**config.mk**
```make
export PLATFORM = sky130hd
export DESIGN_NAME = mul_div_unit
export DESIGN_NICKNAME = d
export VERILOG_FILES = /design/src/rtl/mul_div_unit.sv
export SDC_FILE = /design/constraint.sdc
export NUM_CORES = 1
export LEC_CHECK = 0
export CORE_MARGIN = 2
export CORE_UTILIZATION = 45
export CTS_CLUSTER_DIAMETER = 60
export DETAILED_ROUTE_END_ITERATION = 6
export SETUP_SLACK_MARGIN = 0.2
export SLEW_MARGIN = 20
export SYNTH_ARGS = -nofsm -noshare
export SYNTH_HDL_FRONTEND = slang
export SYNTH_SLANG_ARGS = --single-unit
```
**constraint.sdc**
```tcl
create_clock -name clk -period 13.73 [get_ports clk]
set_input_delay 1.373 -clock clk [delete_from_list [all_inputs] [get_ports clk]]
set_output_delay 1.373 -clock clk [all_outputs]
set_load 0.05 [all_outputs]
```
**src/rtl/mul_div_unit.sv**
```systemverilog
// Iterative HI/LO multiply/divide unit: shift-add multiply, restoring divide, MTHI/MTLO writes.
// Optional early-out for multiplies when the remaining multiplier bits are zero: `define MUL_DIV_EARLY_OUT_EN.
module mul_div_unit #(
   parameter int DATA_SIZE = 32,
   parameter int CNT_SIZE  = 6
) (
   input  logic                 clk,
   input  logic                 rst,
   input  logic                 start,
   input  logic [1:0]           op,
   input  logic [DATA_SIZE-1:0] a,
   input  logic [DATA_SIZE-1:0] b,
   input  logic                 hi_we,
   input  logic                 lo_we,
   input  logic [DATA_SIZE-1:0] i_data,
   output logic                 busy,
   output logic                 done,
   output logic [DATA_SIZE-1:0] hi,
   output logic [DATA_SIZE-1:0] lo
);
   localparam int W = DATA_SIZE;
   localparam logic [1:0] S_IDLE = 2'd0;
   localparam logic [1:0] S_CALC = 2'd1;
   localparam logic [1:0] S_FIN  = 2'd2;
   localparam logic [CNT_SIZE-1:0] LAST = CNT_SIZE'(DATA_SIZE);

   logic [1:0]          state;
   logic [CNT_SIZE-1:0] cnt;
   logic                is_div;
   logic                neg_lo;
   logic                neg_hi;
   logic                div0;
   logic [W-1:0]        a_lat;
   logic [2*W-1:0]      m;
   logic [W-1:0]        y;
   logic [2*W-1:0]      acc;

   logic           sgn;
   logic [W-1:0]   abs_a;
   logic [W-1:0]   abs_b;
   logic [W:0]     diff;
   logic [2*W-1:0] acc_nxt;
   logic [2*W-1:0] prod;
   logic [W-1:0]   quo;
   logic [W-1:0]   rem;
   logic [W-1:0]   fin_hi;
   logic [W-1:0]   fin_lo;
   logic           early;

   assign sgn   = ~op[0];
   assign abs_a = (sgn && a[W-1]) ? -a : a;
   assign abs_b = (sgn && b[W-1]) ? -b : b;

   // Divide keeps {remainder, dividend/quotient} in acc; the remainder needs one extra bit after the shift.
   always_comb begin
      diff    = acc[2*W-1:W-1] - {1'b0, y};
      acc_nxt = acc;
      if (is_div) begin
         if (diff[W])
            acc_nxt = {acc[2*W-2:0], 1'b0};
         else
            acc_nxt = {diff[W-1:0], acc[W-2:0], 1'b1};
      end else if (y[0]) begin
         acc_nxt = acc + m;
      end
   end

   assign prod   = neg_lo ? -acc : acc;
   assign quo    = neg_lo ? -acc[W-1:0] : acc[W-1:0];
   assign rem    = neg_hi ? -acc[2*W-1:W] : acc[2*W-1:W];
   assign fin_lo = div0 ? {W{1'b1}} : (is_div ? quo : prod[W-1:0]);
   assign fin_hi = div0 ? a_lat : (is_div ? rem : prod[2*W-1:W]);

`ifdef MUL_DIV_EARLY_OUT_EN
   assign early = !is_div && ((y == '0) || (m == '0));
`else
   assign early = 1'b0;
`endif

   assign busy = (state == S_CALC);

   always_ff @(posedge clk or posedge rst) begin
      if (rst) begin
         state  <= S_IDLE;
         cnt    <= '0;
         done   <= 1'b0;
         hi     <= '0;
         lo     <= '0;
         is_div <= 1'b0;
         neg_lo <= 1'b0;
         neg_hi <= 1'b0;
         div0   <= 1'b0;
         a_lat  <= '0;
         m      <= '0;
         y      <= '0;
         acc    <= '0;
      end else begin
         case (state)
            S_IDLE: begin
               if (hi_we) hi <= i_data;
               if (lo_we) lo <= i_data;
               if (start) begin
                  state  <= S_CALC;
                  cnt    <= '0;
                  is_div <= op[1];
                  neg_lo <= sgn && (a[W-1] ^ b[W-1]);
                  neg_hi <= sgn && a[W-1];
                  div0   <= op[1] && (b == '0);
                  a_lat  <= a;
                  m      <= {{W{1'b0}}, abs_a};
                  y      <= abs_b;
                  acc    <= op[1] ? {{W{1'b0}}, abs_a} : '0;
               end
            end
            S_CALC: begin
               // Final cycle applies the sign fix-up and commits HI/LO.
               if (cnt == LAST) begin
                  hi    <= fin_hi;
                  lo    <= fin_lo;
                  done  <= 1'b1;
                  state <= S_FIN;
               end else if (early) begin
                  cnt <= LAST;
               end else begin
                  acc <= acc_nxt;
                  m   <= m << 1;
                  if (!is_div) y <= y >> 1;
                  cnt <= cnt + 1'b1;
               end
            end
            S_FIN: begin
               done  <= 1'b0;
               state <= S_IDLE;
            end
            default: begin
               done  <= 1'b0;
               state <= S_IDLE;
            end
         endcase
      end
   end
endmodule

```
==> results.md, run 1 <==
* Antenna viol nets, final at 0
* Syn nets at 2924
* Port bufs at 168
* Die X at 219 um
* Clock skew at 39.4 ps
* Clock root buffer: clkbuf_16
* Tmin final at 4470 ps
* WHS at 475 ps
* First-pass GRT wire length at 118000 um
* Setup Buffers After CTS at 0
* Synth top area share at 32.2%
* Prevailing post-synth register cell: dfrtp_1
* Worst setup path class: in -> reg
* Die area at 48200 um2
* Mapped Avg Cell Area at 7.69 um2
* Ys Warns at 0
* Power share of the clock group at 14.3%
* Slew HR at 26.2%
* Final net count at 2989
* Detail Placement HPWL at 57100 um
* Starting Density at 45.8%
* Critical Path Start: start
* H-tree levels at 2
* Core area at 45600 um2
* Iter 0 DRT Violations at 1723
* Slew Viols, Final at 0
* Crit-path max FO at 73
* Fmax at 224 MHz
* Worst EP required at 14230 ps
* Commonest non-fill, non-tap cell in the layout: nand2_1
* Synth unique cells at 97
* Largest net degree at the start of global routing at 97
* Number of global-route vias before repair at 20118
* CTS tree: yes
* Hold buffer count at cts at 0
* R2R cell count at 14
* Tot GR Track Use at 31.9%
* DR vias/cell at 6.04
* Post-route setup TNS at 0 ps
* Critical Path AT at 4970 ps
* Clock Latency Late Sink at 570 ps
* CP startpoint kind: input pin
* Switch Pwr at 3.71 mW
* Routed length per instance at 22.5 um
* Leakage at 10.3 nW
* Switching Share at 52.7%
* IO Pins at 169
* DR DRC count at 0
* Reg-to-Reg End: acc[38]
* Layout area overhead at 15.7%
* Final Hold Vio Count at 0
* Worst-Margin Slew at 1110 ps
* Gate Count Post-Synth at 2718
* Sequential Power Share at 22.7%
* Worst Setup EP: acc[48]
* Grt total ovfl at 0
* Area contributors post-synth: dfrtp_1 32%, nand2_1 9.1%, o21ai_0 7.0%, ha_1 6.0%, a21oi_1 5.4%
* Finish-stage setup viols at 0
* Clock-pin slew on the worst setup and hold paths at 60 ps
* Status: finished clean
* FF-to-FF setup slack at 9380 ps
* Power density over cell area at 291 nW/um2
* Final worst-path cycle share at 32.6%
* Sequential area share after synthesis at 32.2%
* CP Capture Type: register
* Clk buf depth at 3
* Row count at 78
* Pwr Total at 7.04 mW
* Num CTS Buffers at 37
* EDFF count, synth at 0
* Chip height at 219 um
* Cell Area, Synth at 20900 um2
* # clock sinks at 269
* Highest-count cells in the layout ignoring fill and taps: 503 x nand2_1, 293 x o21ai_0, 267 x dfrtp_1
* First-pass iteration count of the detailed router at 6
* RSZ-0062 raised after global routing: no
* Internal power at 3.33 mW
* Max_cap viols at 0
* Combinational power share at 63.0%
* Antenna violations before repair at 2
* Share of post-route cells with drive strength above 1 at 5.09%
* Hold Path Class: reg -> reg
* Max IR drop VDD at 178 uV
* Via Count at 20602
* Reg-to-reg startpoint: acc[31]
* Yosys reg bits at 269
* Synth async-reset ratio at 100%
* Final wirelength at 76700 um
* Placer Congestion at 0.929
* Post_cts resized at 0
* Cell taking the most area after synthesis: dfrtp_1
-- power groups by stage --
stage | Clock, mW | Sequential [mW] | Combinational, mW
after floorplan | 0 | 1.70 | 2.93
after CTS | 1.02 | 1.59 | 4.40
final | 1.01 | 1.60 | 4.43
after global routing | 1.05 | 1.63 | 4.86
after detailed placement | 0 | 1.60 | 4.39
after global placement | 0 | 1.60 | 4.34
-- worst min-delay path by stage --
stage	slack, ps	start	to	cells past startpoint
global placement	460	a_lat[8]	a_lat[8]	2
global route	490	a_lat[11]	a_lat[11]	2
finish	470	hi[4]	hi[4]	2
floorplan	450	a_lat[13]	a_lat[13]	2
detailed placement	460	a_lat[7]	a_lat[7]	2
CTS	480	a_lat[17]	a_lat[17]	2
-- cell families after synthesis --
family | synth area share, %
AND/OR/NAND/NOR | 22.1
adder cells (fa/ha/maj) | 6.24
flip-flops | 32.2
XOR/XNOR | 8.38
buffers and inverters | 4.52
AO/OA/AOI/OAI | 25.0
multiplexers | 1.59
-- registers in the layout, summed over array words and instances, names as in the netlist --
register,flops
done,1
m,64
neg_lo,1
a_lat,32
div0,1
lo,32
is_div,1
acc,64
neg_hi,1
y,32
cnt,6
state,2
hi,32
-- metrics by stage --
step	area (um2)	std cells	utilization [%]	setup WS, ps
6_report	24200	3410	53.0	9260
5_1_grt	24200	3408	53.0	9040
4_1_cts	24100	3407	53.0	9360
3_5_place_dp	22900	3343	50.2	8760
3_3_place_gp	22900	3343	50.2	8840
2_1_floorplan	20900	2718	-	4950
-- critical path, cell delays in order --
cell             delay [ps]
clkdlybuf4s50_1         490
and2_2                  140
buf_4                   520
nor2_2                  210
or2_2                   350
buf_4                   380
nor2_4                  370
nand2_1                 550
a211oi_1                380
a221o_1                 150
-- routing by layer --
| metal | share of wire, % | GRT usage [%] | wire length [um] | vias to the layer above |
|---|---|---|---|---|
| met1 | 40 | 38.2 | 30700 | 9925 |
| met5 | 0.013 | 0 | 10 | - |
| met3 | 5.7 | 4.57 | 4370 | 159 |
| li1 | - | - | - | 9836 |
| met2 | 50 | 56.8 | 38500 | 680 |
| met4 | 4.2 | 13.4 | 3190 | 2 |
-- area by class of cell --
type | instances | area (um2)
antenna | 2 | 5.00
tap | 600 | 751
clock inverter | 15 | 189
multi-input combinational | 2212 | 13300
sequential | 269 | 6730
fill | 4391 | 21400
timing repair buffer | 195 | 1880
inverter | 68 | 268
clock buffer | 49 | 1080
-- synth_stat cells (19+ instances only) --
master	count
or3_1	31
a31oi_1	36
xnor2_1	118
o221ai_1	19
o31ai_1	23
a21oi_1	224
nor2_1	211
xor2_1	80
mux2i_1	31
a21o_1	39
inv_1	67
clkbuf_1	134
nand2_1	504
nor3_1	52
o21ai_0	293
o211ai_1	29
dfrtp_1	269
nand2b_1	20
o22ai_1	36
nand3_1	69
ha_1	101
nand4_1	22
Power figures use the tool's default switching activity.
==> run 2: changes to the inputs <==
--- a/config.mk
+++ b/config.mk
@@ -9,6 +9,7 @@
 export CORE_UTILIZATION = 45
 export CTS_CLUSTER_DIAMETER = 60
 export DETAILED_ROUTE_END_ITERATION = 6
+export PLACE_DENSITY = 0.67
 export SETUP_SLACK_MARGIN = 0.2
 export SLEW_MARGIN = 20
 export SYNTH_ARGS = -nofsm -noshare
==> constraint.sdc (replaced) <==
create_clock -name clk -period 4.05 [get_ports clk]
set_input_delay 0.405 -clock clk [delete_from_list [all_inputs] [get_ports clk]]
set_output_delay 0.405 -clock clk [all_outputs]
set_load 0.05 [all_outputs]
==> run 2 against run 1 <==
Against the previous run:
- die area unchanged
- power grew to 3.5 times the previous value
- clock power rose to 3.4 times the previous value
- combinational power grew to 3.6 times the previous value
- routed wire length decreased by 2.1%
- hold slack got worse by 170 ps
- non-clock buffer count rose by 57
- sequential cell count did not move
- clock skew is 11 ps lower
- setup slack worse by 8900 ps
- critical endpoint is now acc[47]
- largest cell class unchanged
==> results.md, run 2 (synthesized netlist as in run 1, its figures left out) <==
* Crit path cell chain: inv_1, ha_1, fa_1, and2b_1, o31ai_1, a21o_1, a211oi_4, and3_1, nor3_4, xnor2_1, buf_4, nand2_1, and3_1, o31ai_1
* WHS at 308 ps
* Dpl ws at 360 ps
* CP max stage delay at 430 ps
* Starting Density at 45.8%
* Worst EP required at 4510 ps
* Tot GR Track Use at 30.9%
* Port bufs at 168
* Diodes inserted at 0
* Chip height at 219 um
* Reg-to-reg startpoint: acc[31]
* Crit-path max FO at 10
* Placer Congestion at 0.992
* Worst-Margin Slew at 1070 ps
* Leakage at 10.6 nW
* DR vias/cell at 6.11
* Num CTS Buffers at 38
* Final wirelength at 75100 um
* Hold Path Class: in -> async
* Slew Viols, Final at 0
* Final worst-path cycle share at 90.6%
* Share of post-route cells with drive strength above 1 at 7.08%
* CP Capture Type: register
* H-tree levels at 2
* # clock sinks at 269
* Iter 0 DRT Violations at 2250
* Number of global-route vias before repair at 20421
* Multi-input combinational cell area at 13300 um2
* Post-route setup TNS at 0 ps
* Core area at 45600 um2
* First-pass GRT wire length at 116000 um
* First-pass iteration count of the detailed router at 7
* Antenna viol nets, final at 0
* Clock skew at 28.8 ps
* Slew HR at 29.0%
* Via Count at 21202
* Biggest regs: acc x64, m x64
* Final Hold Vio Count at 0
* Antenna violations before repair at 0
* Clk buf depth at 3
* Status: finished clean
* Tmin final at 3670 ps
* Finish-stage setup viols at 0
* Grt total ovfl at 0
* Routed length per instance at 21.6 um
* Row count at 78
* Power density over cell area at 985 nW/um2
* Final net count at 3047
* Die area at 48200 um2
* Critical Path Start: acc[31]
* Max IR drop VDD at 752 uV
* Detail Placement HPWL at 56400 um
* Critical Path AT at 4130 ps
* Commonest non-fill, non-tap cell in the layout: nand2_1
* Fmax at 273 MHz
* PnR worst setup slack at 382 ps
* RSZ-0062 raised after global routing: yes
* IO Pins at 169
* Clock Latency Late Sink at 570 ps
* Highest-count cells in the layout ignoring fill and taps: 503 x nand2_1, 293 x o21ai_0, 266 x dfrtp_1
* Largest net degree at the start of global routing at 87
* CTS tree: yes
* CP max stage cell: xnor2_1
* Clock-pin slew on the worst setup and hold paths at 60 ps
* Clock root buffer: clkbuf_16
* Max_cap viols at 0
* Die X at 219 um
* Fill count at 4309
* Worst setup path class: reg -> reg
* CP startpoint kind: register
* Hold buffer count at cts at 0
* Layout area overhead at 18.2%
* DR DRC count at 0
* Pwr Total at 24.3 mW
* Sequential cell area at 6740 um2
==> run 2: cell types whose count changed in the layout (fill, tap and decap cells not counted), moves of 2 or more <==
cell / before / now
buf_4: 26 / 78
buf_12: 0 / 5
clkinvlp_4: 0 / 5
clkbuf_8: 9 / 5
clkbuf_16: 38 / 40
diode_2: 2 / 0
inv_6: 3 / 5
inv_8: 3 / 1
==> run 2: critical path: cells and delay by family, from the launching register on <==
kind | cells | cell delay [ps]
AO/OA/AOI/OAI | 4 | 910
XOR/XNOR | 1 | 430
adder cells (fa/ha/maj) | 2 | 610
buffers and inverters | 2 | 350
flip-flops | 1 | 410
AND/OR/NAND/NOR | 5 | 840
==> run 2: stage by stage <==
step | cells | utilization [%] | cell area (um2)
2_1_floorplan | 2718 | - | 20900
5_1_grt | 3469 | 54.2 | 24700
3_3_place_gp | 3399 | 51.2 | 23400
6_report | 3469 | 54.2 | 24700
3_5_place_dp | 3399 | 51.2 | 23400
4_1_cts | 3467 | 54.1 | 24600
==> run 2: layout make-up <==
type	instances	area share (%)
clock inverters	21	0.963
repair buffers	252	9.69
inverters	68	1.07
multi-input cells	2212	53.7
well taps	600	3.04
flip-flops and latches	269	27.3
clock buffers	47	4.28
==> run 2: per-layer routing <==
| metal | GRT usage, % | wire, um |
|---|---|---|
| met5 | 0 | 0 |
| met4 | 14.1 | 3460 |
| met3 | 4.29 | 4900 |
| met2 | 53.2 | 36100 |
| met1 | 38.4 | 30600 |
==> run 2: repair_timing <==
| action | 4_1_cts | 5_1_grt |
|---|---|---|
| setup buffers | 0 | 1 |
| gates resized for setup | 0 | 2 |
| endpoints found under the setup margin | 0 | 8 |
==> run 2: where the power goes <==
| group | switching (mW) | total [mW] | leakage, nW | internal, mW |
|---|---|---|---|---|
| Clock | 1.40 | 3.47 | 0.629 | 2.07 |
| Sequential | 1.07 | 4.95 | 3.38 | 3.88 |
| Combinational | 10.2 | 15.9 | 6.55 | 5.65 |
| Total | 12.7 | 24.3 | 10.6 | 11.6 |
==> run 2: final timing paths <==
path                       slack [ps]        to  depth (start not counted)
min reg2reg                       480     lo[8]                          2
min                               310  state[1]                          2
max reg2reg                       380   acc[47]                         14
min in group clk                  470     hi[9]                          3
max                               380   acc[47]                         14
max in group asynchronous        2950   acc[58]                          3
==> run 3: changes to the inputs <==
--- a/config.mk
+++ b/config.mk
@@ -6,10 +6,10 @@
 export NUM_CORES = 1
 export LEC_CHECK = 0
 export CORE_MARGIN = 2
-export CORE_UTILIZATION = 45
+export CORE_UTILIZATION = 54
 export CTS_CLUSTER_DIAMETER = 60
 export DETAILED_ROUTE_END_ITERATION = 6
-export PLACE_DENSITY = 0.67
+export PLACE_DENSITY = 0.78
 export SETUP_SLACK_MARGIN = 0.2
 export SLEW_MARGIN = 20
 export SYNTH_ARGS = -nofsm -noshare
==> constraint.sdc (replaced) <==
create_clock -name clk -period 4.05 [get_ports clk]
set_input_delay 1.215 -clock clk [delete_from_list [all_inputs] [get_ports clk]]
set_output_delay 1.215 -clock clk [all_outputs]
set_load 0.05 [all_outputs]
==> run 3 against run 2 <==
Against the previous run:
- hold slack improved by 170 ps
- cell count is 1.2% lower
- via count is 2.1% higher
- utilization increased by 11 points
- cell area up 0.67%
- setup slack improved by 44 ps
- clock power decreased by 2%
- register-to-register slack improved by 40 ps
- sequential power decreased by 1%
- power is 0.27% lower
- sequential share of layout area fell by 0.19 points
- largest power group unchanged
==> results.md, run 3 (synthesized netlist as in run 1, its figures left out) <==
* Reg-to-reg startpoint: acc[0]
* Largest net degree at the start of global routing at 100
* Dpl ws at -17.3 ps
* Num CTS Buffers at 38
* DR vias/cell at 6.32
* Row count at 72
* DR DRC count at 0
* Power share of the clock group at 14.0%
* CP startpoint kind: register
* Post-route setup TNS at 0 ps
* Iter 0 DRT Violations at 1965
* Final wirelength at 72800 um
* Slew HR at 25.5%
* Port bufs at 168
* Commonest non-fill, non-tap cell in the layout: nand2_1
* Antenna viol nets, final at 0
* Placer Congestion at 1.03
* Clk buf depth at 3
* Hold Path Origin: hi[1]
* Clock-pin slew on the worst setup and hold paths at 60 ps
* CTS tree: yes
* Fmax at 276 MHz
* Starting Density at 54.4%
* Worst-Margin Slew at 1120 ps
* RSZ-0062 raised after global routing: no
* Grt total ovfl at 0
* WHS Path Cells at 2
* Clock Latency Late Sink at 580 ps
* H-tree levels at 2
* Hold Path Class: reg -> reg
* # clock sinks at 269
* PnR worst setup slack at 426 ps
* Hold buffer count at cts at 0
* CP Capture Type: register
* Die area at 40300 um2
* CP max stage cell: o31ai_1
* Sequential Power Share at 20.2%
* Tmin final at 3620 ps
* Switch Pwr at 12.7 mW
* First-pass GRT wire length at 113000 um
* Final net count at 3083
* Finish-stage setup viols at 0
* Power density over cell area at 975 nW/um2
* Critical Path AT at 4090 ps
* Detail Placement HPWL at 55100 um
* Chip height at 201 um
* Via Count at 21656
* Max_cap viols at 0
* Final worst-path cycle share at 89.5%
* FF-to-FF setup slack at 430 ps
* Buf/Inv on CP at 0
* R2R cell count at 12
* Clock skew at 18.0 ps
* Share of post-route cells with drive strength above 1 at 8.12%
* Clock root buffer: clkbuf_16
* Combinational power share at 65.8%
* First-pass iteration count of the detailed router at 6
* Number of global-route vias before repair at 21014
* Leakage at 10.7 nW
* Slew Viols, Final at 0
* Core area at 38400 um2
* Biggest regs: acc x64, m x64
* Internal power at 11.6 mW
* Hold Crit Endpoint: hi[1]
* Top delay family on crit path: compound AO/OA/AOI/OAI gates
* Crit-path max FO at 5
* Highest-count cells in the layout ignoring fill and taps: 503 x nand2_1, 293 x o21ai_0, 267 x dfrtp_1
* Status: finished clean
* Layout area overhead at 18.9%
* Switching Share at 52.3%
* Max IR drop VDD at 503 uV
* Reg-to-Reg End: acc[60]
* Die X at 201 um
* Routed length per instance at 21.3 um
* Worst EP required at 4510 ps
* CP max stage delay at 510 ps
* Final Hold Vio Count at 0
* Antenna violations before repair at 3
* Tot GR Track Use at 35.5%
* Crit path cell chain: ha_1, fa_1, a21oi_1, o21ai_0, nand3_1, a31oi_2, a31oi_1, a21oi_2, o31ai_1, o211ai_1, xor2_1, a221o_1
* IO Pins at 169
* Worst setup path class: reg -> reg
## run 3: changes by cell type in the layout (fill, tap and decap cells not counted), sizes merged
cell	previous run	this run
clkinv	9	10
buf	83	120
inv	72	75
bufinv	3	2
diode	0	2
clkinvlp	5	3
## run 3: power groups by stage
stage          Sequential (mW)  Clock [mW]  Combinational [mW]
2_1_floorplan             5.76           0                9.93
6_report                  4.90        3.39                16.0
3_5_place_dp              4.91           0                15.6
5_1_grt                   5.02        3.52                17.3
4_1_cts                   4.88        3.41                15.7
3_3_place_gp              4.88           0                15.2
## run 3: cell type report
class	count	area, um2
Clock inverter	22	249
Sequential cell	269	6730
Antenna cell	2	5.00
Clock buffer	48	1020
Fill cell	3363	13500
Tap cell	518	648
Timing Repair Buffer	288	2680
Multi-Input combinational cell	2212	13300
Inverter	68	264
## run 3: worst max path at each step
stage | start | to | slack, ps | cells past startpoint
finish | acc[0] | acc[60] | 430 | 12
global route | acc[0] | acc[60] | 240 | 12
detailed placement | a[15] | acc[30] | -20 | 10
global placement | a[15] | acc[30] | 30 | 10
CTS | acc[0] | acc[56] | 310 | 13
floorplan | rst | a_lat[0] | -720 | 1
## run 3: per-stage QoR
step                      instances  power, mW  hold WS (ps)  util, %  area [um2]
after CTS                      3425       23.9           480     64.7       24800
after floorplan                2718       15.7           445        -       20900
after global placement         3355       20.1           458     61.4       23600
after global routing           3425       25.8           505     64.7       24800
after detailed placement       3355       20.5           463     61.4       23600
final                          3427       24.2           477     64.8       24900
## run 3: metal layers
metal | GRT usage [%] | wire length (um) | up-vias
met1 | 41.8 | 27100 | 10247
met2 | 58.2 | 34000 | 1094
met3 | 6.80 | 5920 | 297
met4 | 25.6 | 5810 | 4
met5 | 0 | 27 | -
li1 | - | - | 10014
## run 3: worst min-delay path: cells and delay by family (launching register included)
kind               cells  cell delay [ps]
and+or+nand+nor        1               40
DFF                    1              340
AOI/OAI and AO/OA      1               60
## run 3: repair_timing
item	CTS	global route
gates resized for setup	0	2
endpoints found under the setup margin	0	2
setup buffers	0	0
